File: config.mk
export PLATFORM = sky130hd
export DESIGN_NAME = multi_tick_generator
export DESIGN_NICKNAME = d
export VERILOG_FILES = /design/src/rtl/multi_tick_generator.sv
export SDC_FILE = /design/constraint.sdc
export NUM_CORES = 1
export LEC_CHECK = 0
export CAP_MARGIN = 20
export CELL_PAD_IN_SITES_DETAIL_PLACEMENT = 2
export CELL_PAD_IN_SITES_GLOBAL_PLACEMENT = 2
export CORE_MARGIN = 8
export CORE_UTILIZATION = 41
export DETAILED_ROUTE_END_ITERATION = 12
export DONT_BUFFER_PORTS = 1
export GPL_TIMING_DRIVEN = 0
export PLACE_DENSITY_LB_ADDON = 0.12
export SLEW_MARGIN = 10
export SYNTH_ARGS = -nofsm -noshare
export SYNTH_HDL_FRONTEND = slang
export SYNTH_SLANG_ARGS = --single-unit
File: constraint.sdc
create_clock -name clk -period 5.9 [get_ports clk]
set_input_delay 0.59 -clock clk [delete_from_list [all_inputs] [get_ports clk]]
set_output_delay 0.59 -clock clk [all_outputs]
set_load 0.02 [all_outputs]
File: src/rtl/multi_tick_generator.sv
// multi_tick_generator
// NUM_CH independent programmable clock-enable dividers. Each channel emits a
// one-cycle tick every div_eff enabled cycles and a square wave that toggles
// on every tick. One shared config slot updates divisors. A new divisor is
// held as pending and loaded only at a safe point of the target channel
// (wrap, clear or pause), so a running period is never cut short.
module multi_tick_generator #(
   parameter int NUM_CH      = 4,
   parameter int CNT_W       = 16,
   parameter int DEFAULT_DIV = 10
) (
   input  logic              clk,
   input  logic              rst,
   input  logic [NUM_CH-1:0] enable,
   input  logic [NUM_CH-1:0] clear,
   input  logic              cfg_valid,
   output logic              cfg_ready,
   input  logic [3:0]        cfg_ch,
   input  logic [CNT_W-1:0]  cfg_div,
   output logic              cfg_err,
   output logic [NUM_CH-1:0] tick,
   output logic [NUM_CH-1:0] square
);

   localparam logic [CNT_W-1:0] DEF_DIV = CNT_W'(DEFAULT_DIV);

   // Terminal count for a divisor: div_eff-1, where a divisor of 0 acts as 1.
   function automatic logic [CNT_W-1:0] last_count(input logic [CNT_W-1:0] d);
      last_count = (d == '0) ? '0 : d - 1'b1;
   endfunction

   logic [CNT_W-1:0] cnt_q    [NUM_CH];
   logic [CNT_W-1:0] div_q    [NUM_CH];
   logic             tick_q   [NUM_CH];
   logic             square_q [NUM_CH];

   logic             pending_q;
   logic [3:0]       pend_ch_q;
   logic [CNT_W-1:0] pend_div_q;
   logic             cfg_err_q;

   logic [NUM_CH-1:0] wrap;
   logic [NUM_CH-1:0] reload_hit;
   logic              reload_any;
   logic              accept;
   logic              ch_in_range;

   assign accept      = cfg_valid & ~pending_q;
   assign ch_in_range = ({1'b0, cfg_ch} < 5'(NUM_CH));
   assign reload_any  = |reload_hit;

   assign cfg_ready = ~pending_q;
   assign cfg_err   = cfg_err_q;

   genvar i;
   generate
      for (i = 0; i < NUM_CH; i++) begin : g_ch
         // A wrap is judged against the divisor in force before this edge,
         // so a reload landing on the same edge only affects the next period.
         assign wrap[i] = ~clear[i] & enable[i] &
                          (cnt_q[i] == last_count(div_q[i]));

         // Pending divisor is safe to apply when its channel wraps, is
         // cleared, or is paused.
         assign reload_hit[i] = pending_q & (pend_ch_q == 4'(i)) &
                                (wrap[i] | clear[i] | ~enable[i]);

         assign tick[i]   = tick_q[i];
         assign square[i] = square_q[i];

         // Per-channel counter, divisor, tick pulse and square level.
         always_ff @(posedge clk or posedge rst) begin
            if (rst) begin
               cnt_q[i]    <= '0;
               div_q[i]    <= DEF_DIV;
               tick_q[i]   <= 1'b0;
               square_q[i] <= 1'b0;
            end else begin
               if (reload_hit[i]) begin
                  div_q[i] <= pend_div_q;
               end
               if (clear[i]) begin
                  cnt_q[i]    <= '0;
                  tick_q[i]   <= 1'b0;
                  square_q[i] <= 1'b0;
               end else if (enable[i]) begin
                  if (wrap[i]) begin
                     cnt_q[i]    <= '0;
                     tick_q[i]   <= 1'b1;
                     square_q[i] <= ~square_q[i];
                  end else begin
                     // Free-running add: a counter left above a shrunken
                     // divisor rolls over rather than wrapping early.
                     cnt_q[i]  <= cnt_q[i] + 1'b1;
                     tick_q[i] <= 1'b0;
                  end
               end else begin
                  tick_q[i] <= 1'b0;
               end
            end
         end
      end
   endgenerate

   // Config slot control: pending flag and out-of-range error pulse.
   always_ff @(posedge clk or posedge rst) begin
      if (rst) begin
         pending_q <= 1'b0;
         cfg_err_q <= 1'b0;
      end else begin
         cfg_err_q <= accept & ~ch_in_range;
         if (reload_any) begin
            pending_q <= 1'b0;
         end else if (accept & ch_in_range) begin
            pending_q <= 1'b1;
         end
      end
   end

   // Config slot payload; only meaningful while pending is set.
   always_ff @(posedge clk) begin
      if (accept & ch_in_range) begin
         pend_ch_q  <= cfg_ch;
         pend_div_q <= cfg_div;
      end
   end

endmodule

; ---- After elaboration in Yosys (flattened, before gate mapping)
; Cells that the tools add are included.
[word_totals]
output_inout_bits = 10
in_bits = 31
word_cells = 138
reg_bits = 158
[op_classes]
n_mux = 42
magnitude_cmp = 1
n_addsub = 8
bitwise_logic = 41
eq_ne = 7
reduce_logical = 19
[op_table]
columns = op, n
row1 = 16-bit 2-to-1 mux, 16
row2 = 16-bit by 1-bit adder with 16-bit output (second input constant), 4
row3 = 16-bit equality test, 4
row4 = 16-bit logical NOT, 4
row5 = 16-bit by 1-bit subtractor with 16-bit output (second input constant), 4
row6 = 1-bit 2-to-1 mux, 26
row7 = 1-bit AND, 19
row8 = 2-bit nonzero test, 9
row9 = 1-bit inverter, 14
row10 = 4-bit by 2-bit equality test with 1-bit output (second input constant), 2
row11 = 1-bit OR, 8
row12 = 2-bit AND reduction, 4
row13 = 4-bit by 1-bit equality test with 1-bit output (second input constant), 1
row14 = 4-bit logical NOT, 1
row15 = 4-bit by 3-bit less-than comparator with 1-bit output (second input constant), 1
row16 = 4-bit OR reduction, 1

; ---- Logic depth before layout (Yosys ltp)
[depth]
word_depth = 9
depth_mapped = 14
mapped_depth_nobuf = 11

; ---- Worst setup path before layout
; Ideal clock, no wire load.
[synth_timing]
path_type = reg-to-reg
startpoint = register div_q[0] (netlist name)
endpoint = register div_q[0] (netlist name)
required_ps = 5775
t_arrival_ps = 3734
path_slack_ps = 2041
setup_ps = 125
synth_period_minus_slack_ps = 3859
stages_incl_launch_ff = 15
n_path_buf = 3
path_cell_list = dfrtp_1 > inv_1 > ha_1 > or4b_1 > clkbuf_1 > nor4b_1 > o21ai_0 > a311o_1 > a32o_2 > nor4b_4 > nor2_4 > or3b_1 > buf_6 > buf_8 > mux2_4
[synth_via]
elab_chain_len = 7
elab_cells_between_ends = 8
classes_between = add/sub: 1 / eq/ne: 1 / mux: 1 / bitwise: 4 / reduce/logical: 1
[synth_lines]
columns = item, line_no
row1 = start: declaration, 33  ; logic [CNT_W-1:0] div_q [NUM_CH];
row2 = start signal: indexed assignment, 80  ; div_q[i] <= pend_div_q;
row3 = 16-bit by 1-bit subtractor with 16-bit output / 16-bit logical NOT (equally long branches), 29  ; last_count = (d == '0) ? '0 : d - 1'b1;
row4 = 16-bit 2-to-1 mux *, 29
row5 = 16-bit equality test *, 61  ; (cnt_q[i] == last_count(div_q[i]));
row6 = 1-bit AND *, 60  ; assign wrap[i] = ~clear[i] & enable[i] &
row7 = 1-bit OR * (2 in a row), 66  ; (wrap[i] | clear[i] | ~enable[i]);
row8 = 1-bit AND *, 65  ; assign reload_hit[i] = pending_q & (pend_ch_q == 4'(i)) &
; Every way passes the cells marked *; elsewhere a longest branch is shown, timed or not.
; A chain may end at the register's enable or synchronous reset.

; ---- Worst setup path after layout
[layout_timing]
startpoint = register div_q[16] (netlist name)
endpoint = register cnt_q[18] (netlist name)
[layout_via]
elab_chain_len = 7
elab_cells_between_ends = 8
classes_between = add/sub: 1 / eq/ne: 1 / mux: 4 / bitwise: 1 / reduce/logical: 1
[layout_lines]
columns = item, line_no
row1 = 16-bit by 1-bit subtractor with 16-bit output / 16-bit logical NOT (equally long branches), 29
row2 = 16-bit 2-to-1 mux *, 29
row3 = 16-bit equality test *, 61
row4 = 1-bit AND *, 60
row5 = 16-bit 2-to-1 mux *, 87  ; if (wrap[i]) begin
row6 = 16-bit 2-to-1 mux *, 86  ; end else if (enable[i]) begin
row7 = 16-bit 2-to-1 mux *, 82  ; if (clear[i]) begin
row8 = end signal: indexed assignment, 94  ; cnt_q[i] <= cnt_q[i] + 1'b1;
row9 = end: declaration, 32  ; logic [CNT_W-1:0] cnt_q [NUM_CH];
; Every way passes the cells marked *; elsewhere a longest branch is shown, timed or not. The select of a mux whose other input is x is not followed.

==> metrics.cfg <==
[power_and_ir_drop]
irDropWorstVdd_mv = 0.209
p_int_w = 0.00279
p_clk_frac = 0.220
p_per_area_mw_per_mm2 = 431
comb_power_share = 0.440
seqPwrFrac = 0.340
netSwitchingFraction = 0.436
p_leak_nw = 4.44
p_total_w = 0.00494
p_sw_w = 0.00216

[cts]
clkLatencyLatePin_ns = 0.44
numCtsBuffers = 17
postCtsHoldBufs = 0
cts_max_path_buffers = 2
root_buffer = clkbuf_16
cts_tree = yes
clock-sinks = 158
cts_setup_buffers = 0
cts_resized = 0
cts.clk_slew.worst_paths_ns = 0.08
cts-htree-levels = 4

[setup_path]
reg2reg_to = cnt_q[18]$_DFFE_PP0N_
crit_slowest_cell = nor4_1
required_ns = 6.20
worstSetupStartpoint = div_q[16]$_DFFE_PP0P_
r2r-start = div_q[16]$_DFFE_PP0P_
critPathTopFamily = simple AND/OR/NAND/NOR gates
worstSetupEndpointType = flip-flop
r2r_slack_ns = 0.61
start_kind = flip-flop
critPathMaxFanout = 10
crit_type = flip-flop to flip-flop
cp-endpoint = cnt_q[18]$_DFFE_PP0N_
crit_buf_inv = 4
slowest_delay_ns = 0.77
critPathArrivalTime_ns = 5.59
crit_top_cell = clkbuf_1
reg2reg_depth = 14
crit_cells = 14
crit_chain = inv_1 -> ha_1 -> or3b_2 -> clkbuf_1 -> nor4_1 -> a311oi_1 -> a2111oi_0 -> o311ai_0 -> nor4_1 -> clkbuf_1 -> nor2_1 -> nand2_1 -> clkbuf_1 -> o21ai_0

[die]
start_util = 0.416
chipHeight_um = 176
fp-row-count = 58
io_pins = 41
dieArea_mm2 = 0.0308
core_mm2 = 0.0251
die_width_um = 176

[synthesis]
synth_nets = 1204
synth_ff_type = dfrtp_1
synth_edf_count = 20
syn_area_mm2 = 0.0104
avgSynthCellArea_um2 = 8.96
yosys-top-cells-area = dfrtp_1 31%, mux2_2 6.0%, edfxtp_1 5.8%
yosys_warnings = 0
yosysSeqAreaShare = 0.389
synthArstFlopShare = 0.873
synth_top_area_share = 0.312
synthDistinctLibCells = 84
synthCells = 1165
yosys.area.top_type = dfrtp_1
ys_ff_latch = 158

[global_routing]
grt_pass1_vias = 10088
grt_pass1_wl_um = 56400
track_usage = 0.228
antenna_found_initial = 3
grt_max_degree = 95
grt_overflow_total = 0

[min_path]
hold_class = primary input to async pin

[placed_design]
place_inst = 1497
io_buffers = 0
dp_hpwl_um = 25200
dpl-instance-area_mm2 = 0.0109
dp_slack_ns = 0.769
place.gp.congestion = 0.848

[timing]
slew_viol_final = 0
period_needed_ns = 5.29
fmax_ghz = 0.189
final-setup-viol-count = 0
fin_ws_ns = 0.613
rsz0062_at_grt = false
worstMarginPinSlew_ns = 0.908
whs_ns = -0.00571
skew_ns = 0.0150
hold_viol = 12
fin_crit_sh = 0.896
relSlewSlack = 0.393

[run_status]
violations = hold timing
status = finished with violations

[final_layout]
seq_area_mm2 = 0.00406
fin_cells = 1531
areaGrowthSynthToFinish_pct = 9.81
post-route-util = 0.457
final_net_count = 1227
fill_cells = 2783
drive_gt1_frac = 0.112
multi_input_area_mm2 = 0.00590
diodes = 0
fin_area_mm2 = 0.0115

[drt]
drcViolationCount = 0
drt-initial-drc-count = 491
viasPerCell = 6.14
wl_per_cell_um = 22.5
ant_nets = 0
via_count = 9399
detail_route.wirelength_um = 34500
firstDrtPassIters = 4

[flow_run]
drv_cap = 0

[power groups by stage]
stage	Combinational (W)	Clock [W]	Sequential (W)
after global routing	0.00239	0.00114	0.00172
final	0.00217	0.00109	0.00168
after global placement	0.00203	0	0.00167
after CTS	0.00216	0.00111	0.00168
after detailed placement	0.00211	0	0.00169
after floorplan	0.00162	0	0.00156
[Yosys cell counts, drive strengths merged, types with 5 or more instances]
library cell and instances:
o2111ai 7, nand2b 12, dfrtp 130, a21o 12
a21oi 47, a311oi 6, edfxtp 20, a211oi 7
nand3 50, inv 51, nand2 103, and2 11
nor2b 8, nor3b 8, o21ai 51, o31ai 12
dfstp 8, nor3 58, nor2 88, a21boi 7
nor4b 5, nor4 41, xnor2 38, o22ai 10
a221o 6, buf 10, or2 7, clkbuf 61
mux2i 23, xor2 22, a2111oi 5, ha 8
o311ai 6, a22o 10, and3 20, nand3b 7
and4 6, mux2 65, nand4 24, or4 17
or3 21
[routing by layer]
metal	vias to the layer above	part of all wire	GRT usage
met4	4	0.011	0.0477
met1	4853	0.49	0.314
met3	36	0.032	0.0417
met2	138	0.47	0.368
met5	-	0.00081	0
li1	4368	-	-
[stage by stage]
step	hold slack (ns)	TNS, ns
6_report	-0.00571	0
5_1_grt	0.00421	0
4_1_cts	0.00362	0
3_5_place_dp	0.474	0
3_3_place_gp	0.526	-47.54
2_1_floorplan	0.490	0
[kinds of logic (layout without fill, tap and decap cells)]
kind of cell,after synthesis,in the layout,share of synthesized area
AND/OR/NAND/NOR,495,495,0.252
AO/OA/AOI/OAI,233,233,0.154
flip-flops,158,158,0.389
buffers and inverters,122,158,0.0470
multiplexers,88,88,0.0954
XOR/XNOR,61,61,0.0525
adder cells (fa/ha/maj),8,8,0.00959
[layout make-up]
type / instances / share of cell area
Clock inverter: 10 / 0.00698
Inverter: 51 / 0.0174
Clock buffer: 22 / 0.0405
Tap cell: 330 / 0.0360
Multi-Input combinational cell: 885 / 0.514
Sequential cell: 158 / 0.354
Timing Repair Buffer: 4 / 0.00426
Buffer: 71 / 0.0261
[state kept, by name, indices dropped and copies added (netlist names)]
signal	flops
cnt_q	64
div_q	64
pend_div_q	16
pend_ch_q	4
square	4
tick	4
cfg_err	1
pending_q	1
[cells in the final DEF, fill, tap and decap left out, types with 7 or more instances in the layout]
| cell type | n |
|---|---|
| a21o_1 | 12 |
| or4_1 | 16 |
| a211oi_1 | 7 |
| inv_1 | 50 |
| nand2_1 | 103 |
| edfxtp_1 | 20 |
| dfstp_2 | 8 |
| nand2b_1 | 12 |
| nor2b_1 | 8 |
| ha_1 | 8 |
| or3_1 | 21 |
| mux2_4 | 9 |
| mux2_2 | 56 |
| xnor2_1 | 38 |
| xor2_1 | 22 |
| clkbuf_16 | 17 |
| a21oi_1 | 47 |
| nor3_1 | 56 |
| nand3b_1 | 7 |
| a22o_1 | 10 |
| and3_1 | 20 |
| nand3_1 | 50 |
| nor4_1 | 39 |
| mux2i_1 | 23 |
| or2_2 | 7 |
| dfrtp_1 | 130 |
| nor3b_1 | 8 |
| clkbuf_1 | 64 |
| and2_1 | 10 |
| nor2_1 | 87 |
| o2111ai_1 | 7 |
| o22ai_1 | 10 |
| nand4_1 | 24 |
| o31ai_1 | 12 |
| o21ai_0 | 51 |
[worst min-delay path by stage]
stage | start | to | slack [ns] | cells after the start
after floorplan | pend_div_q[0]$_DFFE_PP_ | div_q[16]$_DFFE_PP0P_ | 0.49 | 2
after global placement | div_q[17]$_DFFE_PP1P_ | div_q[17]$_DFFE_PP1P_ | 0.53 | 2
after detailed placement | rst | tick[0]$_DFF_PP0_ | 0.47 | 1
after CTS | rst | tick[0]$_DFF_PP0_ | 0.004 | 1
after global routing | rst | tick[0]$_DFF_PP0_ | 0.004 | 1
final | rst | tick[0]$_DFF_PP0_ | -0.006 | 1
Note: power is estimated with default switching activity, not from simulation.
